[src/rtl/snd_latch_pkg.sv]
// ---------------------------------------------------------------------------
// snd_latch_pkg
// Shared definitions for the M68K <-> Z80 sound latch bridge.
//   - NMI FSM state encoding. The state set depends on the build:
//       SOUND_LATCH_NMI_ACK_EN undefined : IDLE / PULSE (timed NMI pulse)
//       SOUND_LATCH_NMI_ACK_EN defined   : IDLE / HELD  (NMI held until Z80 read)
//   - Bus addresses of the mailbox registers. The bridge itself is driven by
//     pre-decoded chip selects; these are for the surrounding decode logic
//     and for testbenches.
// ---------------------------------------------------------------------------
package snd_latch_pkg;

  localparam logic [23:0] M68K_SND_LATCH_ADDR = 24'h080000;  // M68K command write
  localparam logic [23:0] M68K_SND_REPLY_ADDR = 24'h0f8000;  // M68K reply read
  localparam logic [15:0] Z80_SND_LATCH_ADDR  = 16'hf800;    // Z80 command read / reply write

`ifdef SOUND_LATCH_NMI_ACK_EN
  typedef enum logic {
    NMI_IDLE = 1'b0,
    NMI_HELD = 1'b1
  } nmi_state_e;
`else
  typedef enum logic {
    NMI_IDLE  = 1'b0,
    NMI_PULSE = 1'b1
  } nmi_state_e;
`endif

endpackage : snd_latch_pkg

[src/rtl/rise_edge_strobe.sv]
// ---------------------------------------------------------------------------
// rise_edge_strobe
// Turns a level-style select, held for a whole bus cycle, into a one-cycle
// event on its rising edge. The previous value is registered; the event is
// the current level AND NOT the previous level, so it is valid in the same
// cycle the level first goes high.
//
// Ports:
//   clk    in  1  system clock
//   reset  in  1  synchronous, active-high reset (previous value -> 0)
//   level  in  1  level-style strobe
//   rise   out 1  single-cycle rising-edge event
// ---------------------------------------------------------------------------
module rise_edge_strobe (
  input  logic clk,
  input  logic reset,
  input  logic level,
  output logic rise
);

  logic level_q;

  always_ff @(posedge clk) begin
    if (reset) begin
      level_q <= 1'b0;
    end else begin
      level_q <= level;
    end
  end

  assign rise = level & ~level_q;

endmodule : rise_edge_strobe

[src/rtl/sound_latch_bridge.sv]
// ---------------------------------------------------------------------------
// sound_latch_bridge
// Bidirectional 8-bit mailbox between the M68K main CPU and the Z80 sound
// CPU.
//   main -> sound : M68K writes a command byte, Z80 gets an NMI and reads it.
//   sound -> main : Z80 writes a reply byte, M68K reads it back.
// Each chip select may be held for many cycles; only its rising edge acts.
//
// Build option:
//   SOUND_LATCH_NMI_ACK_EN  defined   -> NMI held low until the Z80 reads
//                                        the command.
//                           undefined -> NMI is a NMI_PULSE_CYCLES-long
//                                        pulse, retriggered by each write.
//
// Parameters:
//   NMI_PULSE_CYCLES  clk cycles of NMI low per command write (pulse mode)
//   CNT_W             pulse counter width, 2**CNT_W > NMI_PULSE_CYCLES
//
// Ports:
//   clk                in   1  system clock
//   reset              in   1  synchronous, active-high reset
//   m68k_latch_cs      in   1  M68K command write select (write & !AS qualified)
//   z80_latch_read_cs  in   1  M68K reply read select
//   m68k_dout          in  16  M68K write data, command byte in [15:8]
//   m68k_latch2_dout   out  8  reply byte to the M68K read mux
//   z80_latch_cs       in   1  Z80 MREQ select for 0xf800
//   z80_rd_n           in   1  Z80 RD_n
//   z80_wr_n           in   1  Z80 WR_n
//   z80_dout           in   8  Z80 write data
//   z80_latch_dout     out  8  command byte to the Z80 read mux
//   z80_nmi_n          out  1  Z80 NMI, active low, registered
//   cmd_pending        out  1  command written, not yet read by the Z80
//   reply_pending      out  1  reply written, not yet read by the M68K
//
// NMI FSM states:
//   state      | meaning
//   NMI_IDLE   | z80_nmi_n high, waiting for a command write
//   NMI_PULSE  | z80_nmi_n low, counter running down to 0 (pulse mode)
//   NMI_HELD   | z80_nmi_n low until the Z80 reads the command (ack mode)
// ---------------------------------------------------------------------------
module sound_latch_bridge
  import snd_latch_pkg::*;
#(
  parameter int NMI_PULSE_CYCLES = 64,
  parameter int CNT_W            = 8
) (
  input  logic        clk,
  input  logic        reset,
  input  logic        m68k_latch_cs,
  input  logic        z80_latch_read_cs,
  input  logic [15:0] m68k_dout,
  output logic [7:0]  m68k_latch2_dout,
  input  logic        z80_latch_cs,
  input  logic        z80_rd_n,
  input  logic        z80_wr_n,
  input  logic [7:0]  z80_dout,
  output logic [7:0]  z80_latch_dout,
  output logic        z80_nmi_n,
  output logic        cmd_pending,
  output logic        reply_pending
);

  // Command travels on the even byte lane only.
  logic unused_m68k_low_byte;
  assign unused_m68k_low_byte = ^m68k_dout[7:0];

  // -------------------------------------------------------------------------
  // Bus-cycle edge detection
  // -------------------------------------------------------------------------
  logic z_rd_level;
  logic z_wr_level;
  logic m_wr_rise;
  logic m_rd_rise;
  logic z_rd_rise;
  logic z_wr_rise;

  assign z_rd_level = z80_latch_cs & ~z80_rd_n;
  assign z_wr_level = z80_latch_cs & ~z80_wr_n;

  rise_edge_strobe u_m_wr_edge (
    .clk   (clk),
    .reset (reset),
    .level (m68k_latch_cs),
    .rise  (m_wr_rise)
  );

  rise_edge_strobe u_m_rd_edge (
    .clk   (clk),
    .reset (reset),
    .level (z80_latch_read_cs),
    .rise  (m_rd_rise)
  );

  rise_edge_strobe u_z_rd_edge (
    .clk   (clk),
    .reset (reset),
    .level (z_rd_level),
    .rise  (z_rd_rise)
  );

  rise_edge_strobe u_z_wr_edge (
    .clk   (clk),
    .reset (reset),
    .level (z_wr_level),
    .rise  (z_wr_rise)
  );

  // -------------------------------------------------------------------------
  // Command latch (M68K -> Z80). A write on the same edge as a read wins,
  // so a command can never be silently lost behind a stale acknowledge.
  // -------------------------------------------------------------------------
  logic [7:0] cmd_latch;
  logic       cmd_pending_q;

  always_ff @(posedge clk) begin
    if (reset) begin
      cmd_latch     <= 8'h00;
      cmd_pending_q <= 1'b0;
    end else if (m_wr_rise) begin
      cmd_latch     <= m68k_dout[15:8];
      cmd_pending_q <= 1'b1;
    end else if (z_rd_rise) begin
      cmd_pending_q <= 1'b0;
    end
  end

  // -------------------------------------------------------------------------
  // Reply latch (Z80 -> M68K), same write-wins rule.
  // -------------------------------------------------------------------------
  logic [7:0] reply_latch;
  logic       reply_pending_q;

  always_ff @(posedge clk) begin
    if (reset) begin
      reply_latch     <= 8'h00;
      reply_pending_q <= 1'b0;
    end else if (z_wr_rise) begin
      reply_latch     <= z80_dout;
      reply_pending_q <= 1'b1;
    end else if (m_rd_rise) begin
      reply_pending_q <= 1'b0;
    end
  end

  assign z80_latch_dout   = cmd_latch;
  assign m68k_latch2_dout = reply_latch;
  assign cmd_pending      = cmd_pending_q;
  assign reply_pending    = reply_pending_q;

  // -------------------------------------------------------------------------
  // NMI FSM. z80_nmi_n is a flop so the Z80 never sees a decode glitch.
  // -------------------------------------------------------------------------
  nmi_state_e nmi_state;
  logic       nmi_n_q;

`ifdef SOUND_LATCH_NMI_ACK_EN

  always_ff @(posedge clk) begin
    if (reset) begin
      nmi_state <= NMI_IDLE;
      nmi_n_q   <= 1'b1;
    end else begin
      case (nmi_state)
        NMI_IDLE: begin
          if (m_wr_rise) begin
            nmi_state <= NMI_HELD;
            nmi_n_q   <= 1'b0;
          end
        end
        NMI_HELD: begin
          // A fresh command on the acknowledging edge keeps the NMI asserted.
          if (z_rd_rise && !m_wr_rise) begin
            nmi_state <= NMI_IDLE;
            nmi_n_q   <= 1'b1;
          end
        end
        default: begin
          nmi_state <= NMI_IDLE;
          nmi_n_q   <= 1'b1;
        end
      endcase
    end
  end

`else

  localparam logic [CNT_W-1:0] NMI_LOAD = CNT_W'(NMI_PULSE_CYCLES - 1);

  logic [CNT_W-1:0] nmi_cnt;

  // Counter holds the number of low cycles still to come after the current
  // one; it stops at 0, so it never wraps and rests at 0 in IDLE.
  always_ff @(posedge clk) begin
    if (reset) begin
      nmi_state <= NMI_IDLE;
      nmi_n_q   <= 1'b1;
      nmi_cnt   <= '0;
    end else begin
      case (nmi_state)
        NMI_IDLE: begin
          if (m_wr_rise) begin
            nmi_state <= NMI_PULSE;
            nmi_n_q   <= 1'b0;
            nmi_cnt   <= NMI_LOAD;
          end
        end
        NMI_PULSE: begin
          if (m_wr_rise) begin
            nmi_cnt <= NMI_LOAD;
          end else if (nmi_cnt == '0) begin
            nmi_state <= NMI_IDLE;
            nmi_n_q   <= 1'b1;
          end else begin
            nmi_cnt <= nmi_cnt - CNT_W'(1);
          end
        end
        default: begin
          nmi_state <= NMI_IDLE;
          nmi_n_q   <= 1'b1;
          nmi_cnt   <= '0;
        end
      endcase
    end
  end

`endif

  assign z80_nmi_n = nmi_n_q;

endmodule : sound_latch_bridge

[config.mk]
export PLATFORM = sky130hd
export DESIGN_NAME = sound_latch_bridge
export DESIGN_NICKNAME = d
export VERILOG_FILES = /design/src/rtl/snd_latch_pkg.sv /design/src/rtl/rise_edge_strobe.sv /design/src/rtl/sound_latch_bridge.sv
export SDC_FILE = /design/constraint.sdc
export NUM_CORES = 1
export LEC_CHECK = 0
export BUFFER_PORTS_ARGS = -buffer_cell sky130_fd_sc_hd__buf_2
export CORE_AREA = 2 2 55 57
export CTS_CLUSTER_DIAMETER = 80
export DETAILED_ROUTE_END_ITERATION = 7
export DIE_AREA = 0 0 57 59
export MAX_ROUTING_LAYER = met4
export PLACE_DENSITY = 0.81
export SYNTH_ARGS = -nofsm -noshare
export SYNTH_HDL_FRONTEND = slang
export SYNTH_HIERARCHICAL = 1
export SYNTH_SLANG_ARGS = --single-unit
export TNS_END_PERCENT = 20
[constraint.sdc]
create_clock -name clk -period 3.8 [get_ports clk]
set_clock_uncertainty 0.15 [all_clocks]
set_input_delay 0 -clock clk [delete_from_list [all_inputs] [get_ports clk]]
set_output_delay 0 -clock clk [all_outputs]
set_load 0.05 [all_outputs]
[Word-level counts from Yosys, hierarchy flattened]
Index checks and enable logic that the tools add are counted.
Word-level totals
  bits in registers: 32
  output and inout bits: 19
  logic and storage cells: 50
  input port bits: 31
Cells by class
  bitwise gates (word level): 13
  multiplexer cells: 16
  reductions and logical operators: 5
  equality and inequality tests: 4
  add/sub/neg operators: 1
Operators with widths (number)
  2-to-1 mux 8 bit: 3
  one-hot mux 8 bit (2 select lines): 1
  2-to-1 mux 1 bit: 10
  logical NOT 8 bit: 1
  subtractor 8 x 1 -> 8 bit, second input constant: 1
  NOT 1 bit: 7
  AND 1 bit: 6
  != test 2 bit, second input constant: 2
  one-hot mux 1 bit (2 select lines): 2
  nonzero test 2 bit: 2
  != test 3 bit, second input constant: 1
  AND reduction 3 bit: 1
  != test 2 x 1 -> 1 bit, second input constant: 1
  AND reduction 2 bit: 1

[Logic depth before layout (Yosys ltp)]
Gate-level depths: netlist (run 1).
  word-level depth: 5
  gate-level depth with buffers: 5
  depth with buffers taken out: 5

[Cells and area by module]
Netlist (run 1), hierarchy kept.
By module, submodules not included
  sound_latch_bridge: area an instance 1184.9 um^2, cells an instance 124, instances 1, seq. area each 560.5 um^2
  rise_edge_strobe: area an instance 47.5 um^2, cells an instance 3, instances 4, seq. area each 20.0 um^2

[Worst setup path before layout (run 1)]
OpenSTA, ideal clock, no wires.
  path type: register -> register
  start point: register nmi_cnt[0]
  end point: register nmi_cnt[0]
  arrival: 1.476 ns
  setup time: 0.092 ns
  stages on the path, launching flop included: 6
  period minus slack after synthesis: 1.718 ns
  required time: 3.558 ns
  slack: 2.082 ns
  buffers on the path: 0
  cell sequence: dfxtp_1 > inv_1 > ha_1 > or4b_4 > o2111a_1 > nor4_1
Between the ends
  longest elaborated chain between the ends: 4
  elaborated cells on any way between the ends: 7
  classes of those cells: add/sub: 1; eq/ne: 1; mux: 3; reduce/logical: 2
RTL lines
  from (decl): RTL line sound_latch_bridge.sv:189  | logic [CNT_W-1:0] nmi_cnt;
  from (signal assigned): RTL line sound_latch_bridge.sv:214  | nmi_cnt <= nmi_cnt - CNT_W'(1);
  subtractor 8 x 1 -> 8 bit: RTL line sound_latch_bridge.sv:214
  2-to-1 mux 8 bit: RTL line sound_latch_bridge.sv:210  | end else if (nmi_cnt == '0) begin
  2-to-1 mux 8 bit: RTL line sound_latch_bridge.sv:208  | if (m_wr_rise) begin
  one-hot mux 8 bit (2 select lines): RTL line sound_latch_bridge.sv:199  | case (nmi_state)
Parallel ways exist; a longest one is shown, timed or not. The select of a mux whose other input is x is not followed.
A chain may end at the register's enable or synchronous reset.

[Final worst setup path (run 1)]
Same ends and word-level chain as after synthesis.

==> results.yml, run 1 <==
power_and_ir_drop:
  powerDensity_nw_per_um2: 409.0
  clkPwrFrac: 0.280
  p_switching_w: 0.0002309
  p_leak_nw: 0.8379
  p_int_w: 0.0005332
  ir_worst_vdd_v: 0.0003214
  p_sw_frac: 0.3022
  seq_power_share: 0.493
  power_w: 0.0007641
  pwr-share-comb: 0.227
grt:
  overflow: 0
  grt_max_degree: 33
  grt_usage: 0.2168
  first_global_vias: 1247
  antenna_found_initial: 0
  grt_pass1_wl_um: 5444
synth:
  synth-edff-count: 0
  yosys.cell_types.count: 32
  netlist.area_leader.share: 0.4659
  synth_seq_cells: 32
  netlist_instances: 136
  yosysSeqAreaShare: 0.4659
  syn-num-nets: 169
  synth_warnings: 6
  synth_ff_type: "dfxtp_1"
  yosys-top-cells-count: "32 x dfxtp_1, 20 x nor2_1, 17 x mux2i_1"
  syn_area_um2: 1375
  yosys.area.top_type: "dfxtp_1"
  synth.area.top_cells: "dfxtp_1 47%, mux2i_1 12%, nor2b_4 8.0%"
  yosysMostFrequentCell: "dfxtp_1"
  async_reset_ff_frac: 0
  syn_avg_cell_area_um2: 10.11
worst_hold_path:
  hp-class: "input port to flop"
worst_setup_path:
  path_class: "flop to flop"
  worstSetupStartpointType: "flop"
  crit_arrival_ns: 2.01
  worstPathMaxFanout: 5
  path_cells: "inv_1 -> ha_1 -> or4b_4 -> o2111a_1 -> nor4_1"
  cpMaxStageDelayCell: "or4b_4"
  max_stage_delay_ns: 0.51
  crit_path_end_kind: "flop"
  worstPathRequired_ns: 3.89
sta:
  slew_violations: 0
  finalCriticalPeriod_ns: 1.923
  min_period_over_period: 0.5059
  final_hold_viol_count: 0
  whs_ns: 0.04131
  rsz0062_at_grt: "false"
  setup_violations: 0
  fmax_ghz: 0.5201
  setup_tns_ns: 0
  worst_slew_pin_slew_ns: 0.6761
  slew_headroom: 0.5481
clocking:
  cts_tree: "built"
  cts_setup_buffers: 0
  clkLatencyLatePin_ns: 0.33
  holdBufCountCts: 22
  root_buffer: "clkbuf_4"
  cts_resized: 0
  numClockSinks: 32
  htree_levels: 2
  path_clk_slew_ns: 0.10
  clockBufferDepth: 2
  cts_buffers: 5
status:
  outcome: "complete, no violations"
detailed_routing:
  initialDrtViolationCount: 13
  vias: 1214
  drc_errors: 0
  antenna_left: 0
  wirelength_um: 3155
  firstDrtPassIters: 4
  vias_per_cell: 5.301
  wl_per_cell_um: 13.78
floorplan:
  die_width_um: 57
  ioPinCount: 50
  die_h_um: 59
  die_area_um2: 3363
  fp.coreArea_um2: 2710
  num_rows: 19
  start_util: 0.5074
finish:
  postLayoutCoreUtil: 0.6893
  layout.nets: 231
  insertedDiodeCount: 0
  layout-drive-gt1-share: 0.3030
  fin_area_um2: 1868
  syn2layout_area_growth_pct: 35.85
flow_run:
  cap_violations: 0
place:
  placed_cell_area_um2: 1583
  gp_congestion: 0.8508
  dp_hpwl_um: 1870
  io_buffers: 41
[logic make-up (layout without fill, tap and decap cells)]
logic type	after synthesis	count (layout)	share of synthesized area
adder cells (fa/ha/maj)	2	2	0.01820
AO/OA/AOI/OAI	23	23	0.1146
buffers and inverters	12	74	0.03730
multiplexers	17	17	0.1237
flip-flops	32	32	0.4659
AND/OR/NAND/NOR	50	50	0.2402
[stage by stage]
stage | setup WS [ns] | std cells
4_1_cts | 1.870 | 229
3_3_place_gp | 2.008 | 200
6_report | 1.877 | 229
3_5_place_dp | 1.907 | 200
5_1_grt | 1.690 | 229
2_1_floorplan | 2.082 | 136
[metal layers]
metal | up-vias | track usage | part of all wire | wire (µm)
li1 | 605 | - | - | -
met1 | 555 | 0.2631 | 0.45 | 1409
met2 | 46 | 0.3481 | 0.47 | 1488
met3 | 8 | 0.03930 | 0.056 | 177
met4 | 0 | 0.1096 | 0.025 | 78
met5 | - | - | 0 | 0
[power by group through the flow]
stage,Combinational [W],Clock (W),Sequential [W]
finish,0.000173,0.000214,0.000376
global route,0.000188,0.000228,0.000380
CTS,0.000171,0.000216,0.000376
detailed placement,0.000154,0,0.000384
global placement,0.000148,0,0.000382
floorplan,0.0000789,0,0.000419
[registers in the layout, summed over array words and instances, names as in the netlist]
| name | flops |
|---|---|
| u_m_rd_edge/level_q | 1 |
| z80_nmi_n | 1 |
| nmi_cnt | 8 |
| z80_latch_dout | 8 |
| u_z_rd_edge/level_q | 1 |
| reply_pending | 1 |
| u_z_wr_edge/level_q | 1 |
| cmd_pending | 1 |
| nmi_state | 1 |
| u_m_wr_edge/level_q | 1 |
| m68k_latch2_dout | 8 |
[layout make-up]
cell class / instances / area [µm²]
inverters: 4 / 15.01
multi-input cells: 92 / 683.2
flip-flops and latches: 32 / 640.6
well taps: 31 / 38.79
fillers: 182 / 842.1
repair buffers: 63 / 425.4
clock buffers: 7 / 65.06
[path summary, 6_finish.rpt]
path                 start  depth (start not counted)                  end  slack [ns]
max             nmi_cnt[0]                          5           nmi_cnt[0]        1.88
min reg2reg  reply_pending                          2        reply_pending        0.35
min                  reset                          2  u_m_rd_edge/level_q        0.04
max reg2reg     nmi_cnt[0]                          5           nmi_cnt[0]        1.88
[critical path: cells and delay by family, from the launching register on]
family | cells | cell delay [ns]
flip-flops | 1 | 0.35
buffers and inverters | 1 | 0.10
AND/OR/NAND/NOR | 2 | 0.76
adder cells (fa/ha/maj) | 1 | 0.20
AO/OA/AOI/OAI | 1 | 0.27
[placed cells by master (no fill, tap or decap), types with 5 or more instances in the layout]
master,instances
clkbuf_4,5
buf_2,41
dfxtp_1,32
a21oi_1,9
dlygate4sd3_1,22
nor2b_4,8
nor2_1,20
mux2i_1,17
(Power assumes the default switching activity.)
==> run 2, diff against run 1 <==
--- a/config.mk
+++ b/config.mk
@@ -5,13 +5,14 @@
 export SDC_FILE = /design/constraint.sdc
 export NUM_CORES = 1
 export LEC_CHECK = 0
+export ABC_AREA = 1
 export BUFFER_PORTS_ARGS = -buffer_cell sky130_fd_sc_hd__buf_2
-export CORE_AREA = 2 2 55 57
+export CORE_AREA = 2 2 60 62
 export CTS_CLUSTER_DIAMETER = 80
 export DETAILED_ROUTE_END_ITERATION = 7
-export DIE_AREA = 0 0 57 59
+export DIE_AREA = 0 0 62 64
 export MAX_ROUTING_LAYER = met4
-export PLACE_DENSITY = 0.81
+export PLACE_DENSITY = 0.73
 export SYNTH_ARGS = -nofsm -noshare
 export SYNTH_HDL_FRONTEND = slang
 export SYNTH_HIERARCHICAL = 1
==> constraint.sdc (replaced) <==
create_clock -name clk -period 1.6 [get_ports clk]
set_clock_uncertainty 0.15 [all_clocks]
set_input_delay 0 -clock clk [delete_from_list [all_inputs] [get_ports clk]]
set_output_delay 0 -clock clk [all_outputs]
set_load 0.05 [all_outputs]
==> run 2 against run 1 <==
Effect of this change:
- non-clock buffer count grew 7
- count of clock-buffer cells in the layout is the same
- combinational power grew to 3.4 times the previous value
- sequential power grew 140%
- power grew to 2.9 times the previous value
- area after synthesis grew 1.2%
- sequential share of layout area shrank 2.5 points
- highest routed layer unchanged
==> results.yml, run 2 <==
status:
  outcome: "complete, no violations"
sta:
  worst_slew_pin_slew_ns: 0.2674
  final_hold_viol_count: 0
  setup_tns_ns: 0
  rsz0062_at_grt: "false"
  min_period_over_period: 0.9356
  fmax_ghz: 0.6680
  slew_violations: 0
  setup_violations: 0
  finalCriticalPeriod_ns: 1.497
  slew_headroom: 0.8198
clocking:
  clockBufferDepth: 2
  cts_buffers: 5
  cts_tree: "built"
  htree_levels: 2
  clkLatencyLatePin_ns: 0.33
  root_buffer: "clkbuf_4"
  path_clk_slew_ns: 0.10
  numClockSinks: 32
  cts_setup_buffers: 0
worst_setup_path:
  path_cells: "dlygate4sd3_1 -> buf_2 -> nor2_1 -> dlygate4sd3_1 -> inv_1 -> nor2_1 -> inv_1 -> nand2_1 -> a21oi_1"
  worstPathRequired_ns: 1.67
  crit_path_end_kind: "flop"
  timing.critical_path.buf_inv: 5
  reg2reg_slack_ns: 0.17
  worstPathMaxFanout: 2
  rr_worst_depth: 8
  critical_path.top_delay_family: "buffers and inverters"
  cpMaxStageDelayCell: "dlygate4sd3_1"
  crit_arrival_ns: 1.57
  max_stage_delay_ns: 0.54
  reg2reg_from: "u_m_wr_edge/level_q"
  timing.rr.end: "nmi_cnt[1]"
  path_class: "input port to flop"
  worstSetupStartpointType: "input port"
grt:
  grt_pass1_wl_um: 6120
  overflow: 0
  grt_usage: 0.2154
  antenna_found_initial: 0
  grt_max_degree: 19
  first_global_vias: 1393
synth:
  yosys.cell_types.count: 23
  syn-num-nets: 221
  syn_area_um2: 1391
  netlist.area_leader.share: 0.4604
  synth.area.top_cells: "dfxtp_1 46%, nor2_1 14%, o21ai_0 7.6%"
  synth_ff_type: "dfxtp_1"
  synth_warnings: 6
  yosysSeqAreaShare: 0.4604
  synth_seq_cells: 32
  synth-edff-count: 0
  netlist_instances: 188
  yosys.area.top_type: "dfxtp_1"
  yosys-top-cells-count: "53 x nor2_1, 32 x dfxtp_1, 24 x nand2_1"
  yosysMostFrequentCell: "nor2_1"
  syn_avg_cell_area_um2: 7.401
  async_reset_ff_frac: 0
place:
  dp_cells: 275
  io_buffers: 41
  dp_hpwl_um: 2045
  gp_congestion: 0.7789
detailed_routing:
  wl_per_cell_um: 11.54
  vias: 1420
  antenna_left: 0
  wirelength_um: 3555
  drc_errors: 0
  firstDrtPassIters: 5
  vias_per_cell: 4.610
  initialDrtViolationCount: 36
flow_run:
  cap_violations: 0
finish:
  most-common-layout-cells: "53 x nor2_1, 41 x buf_2, 32 x dfxtp_1, 25 x dlygate4sd3_1, 24 x nand2_1"
  layout.nets: 294
  insertedDiodeCount: 0
  layout_commonest_cell: "nor2_1"
  layout-drive-gt1-share: 0.2672
  syn2layout_area_growth_pct: 44.96
  layoutNonFillerInstCount: 308
power_and_ir_drop:
  powerDensity_nw_per_um2: 1087
  ir_worst_vdd_v: 0.0007028
  p_leak_nw: 0.9996
floorplan:
  start_util: 0.4236
  die_h_um: 64
  die_width_um: 62
  ioPinCount: 50
  num_rows: 21
  die_area_um2: 3968
  fp.coreArea_um2: 3284
worst_hold_path:
  min_from: "z80_latch_cs"
  hold_end: "reply_pending"
  hp-class: "input port to flop"
  whs_path_depth: 7
-- run 2: cell types whose count changed in the layout (fill, tap and decap cells not counted), moves of 4 or more --
cell	previous run	this run
nand2_2	0	4
mux2i_1	17	0
o21ai_0	3	21
nor2_1	20	53
nand2_1	4	24
nor2b_4	8	0
nand3_1	0	5
nor4_1	4	0
inv_1	4	19
-- run 2: cell type report --
cell class	instances	area, µm²
Fill cell	287	1267
Inverter	21	78.83
Clock inverter	1	30.03
Tap cell	46	57.56
Timing Repair Buffer	70	498.0
Multi-Input combinational cell	131	646.9
Sequential cell	32	640.6
Clock buffer	7	65.06
-- run 2: repair_timing --
| action | 4_1_cts | 5_1_grt |
|---|---|---|
| resized for setup | 0 | 0 |
| hold endpoints to repair | 26 | 0 |
| hold buffers | 25 | 0 |
-- run 2: per-layer routing --
layer	up-vias	GRT usage	part of all wire
li1	729	-	-
met1	647	0.2532	0.44
met2	40	0.3438	0.51
met3	4	0.08300	0.047
met4	0	0.04787	0.011
met5	-	-	0
-- run 2: cell families after synthesis --
family	share of synthesized area
AND/OR/NAND/NOR	0.3237
flip-flops	0.4604
AO/OA/AOI/OAI	0.1169
buffers and inverters	0.07463
adder cells (fa/ha/maj)	0.01798
XOR/XNOR	0.006296
-- run 2: worst max-delay path by stage --
stage / startpoint / to / slack, ns / depth (start not counted)
final: z80_rd_n / cmd_pending / 0.10 / 9
after global routing: m68k_latch_cs / nmi_cnt[1] / 0.004 / 11
after CTS: z80_rd_n / cmd_pending / 0.15 / 9
after detailed placement: u_m_wr_edge/level_q / nmi_cnt[1] / 0.19 / 8
after global placement: u_m_wr_edge/level_q / nmi_cnt[1] / 0.20 / 8
after floorplan: u_m_wr_edge/level_q / nmi_cnt[1] / 0.26 / 9
-- run 2: worst register-to-register path, cell delays in order, from the launching register on --
cell and delay [ns]:
dfxtp_1 0.31, nor2_1 0.21, inv_2 0.17, nand3_1 0.13
nor2_2 0.05, nor2_1 0.14, nand2_1 0.07, nand2_1 0.06
nor2_1 0.03
-- run 2: where the power goes --
group | switching, W | leakage (nW) | internal, W
combinational | 0.000374 | 0.683 | 0.000207
clock | 0.000277 | 0.0515 | 0.000415
sequential | 0.0000519 | 0.265 | 0.000867
total | 0.000703 | 1.00 | 0.00149
-- run 2: stage by stage --
stage          worst slack, ns  utilization  hold slack [ns]  instance area (µm²)  total power, W
2_1_floorplan           0.2582            -         -0.08756                 1391        0.001334
3_3_place_gp            0.2004       0.5090          0.06350                 1672        0.001455
3_5_place_dp            0.1881       0.5090          0.07074                 1672        0.001461
4_1_cts                 0.1475       0.6141          0.07838                 2017        0.002194
5_1_grt               0.003801       0.6141           0.1548                 2017        0.002319
6_report                0.1031       0.6141           0.1115                 2017        0.002192
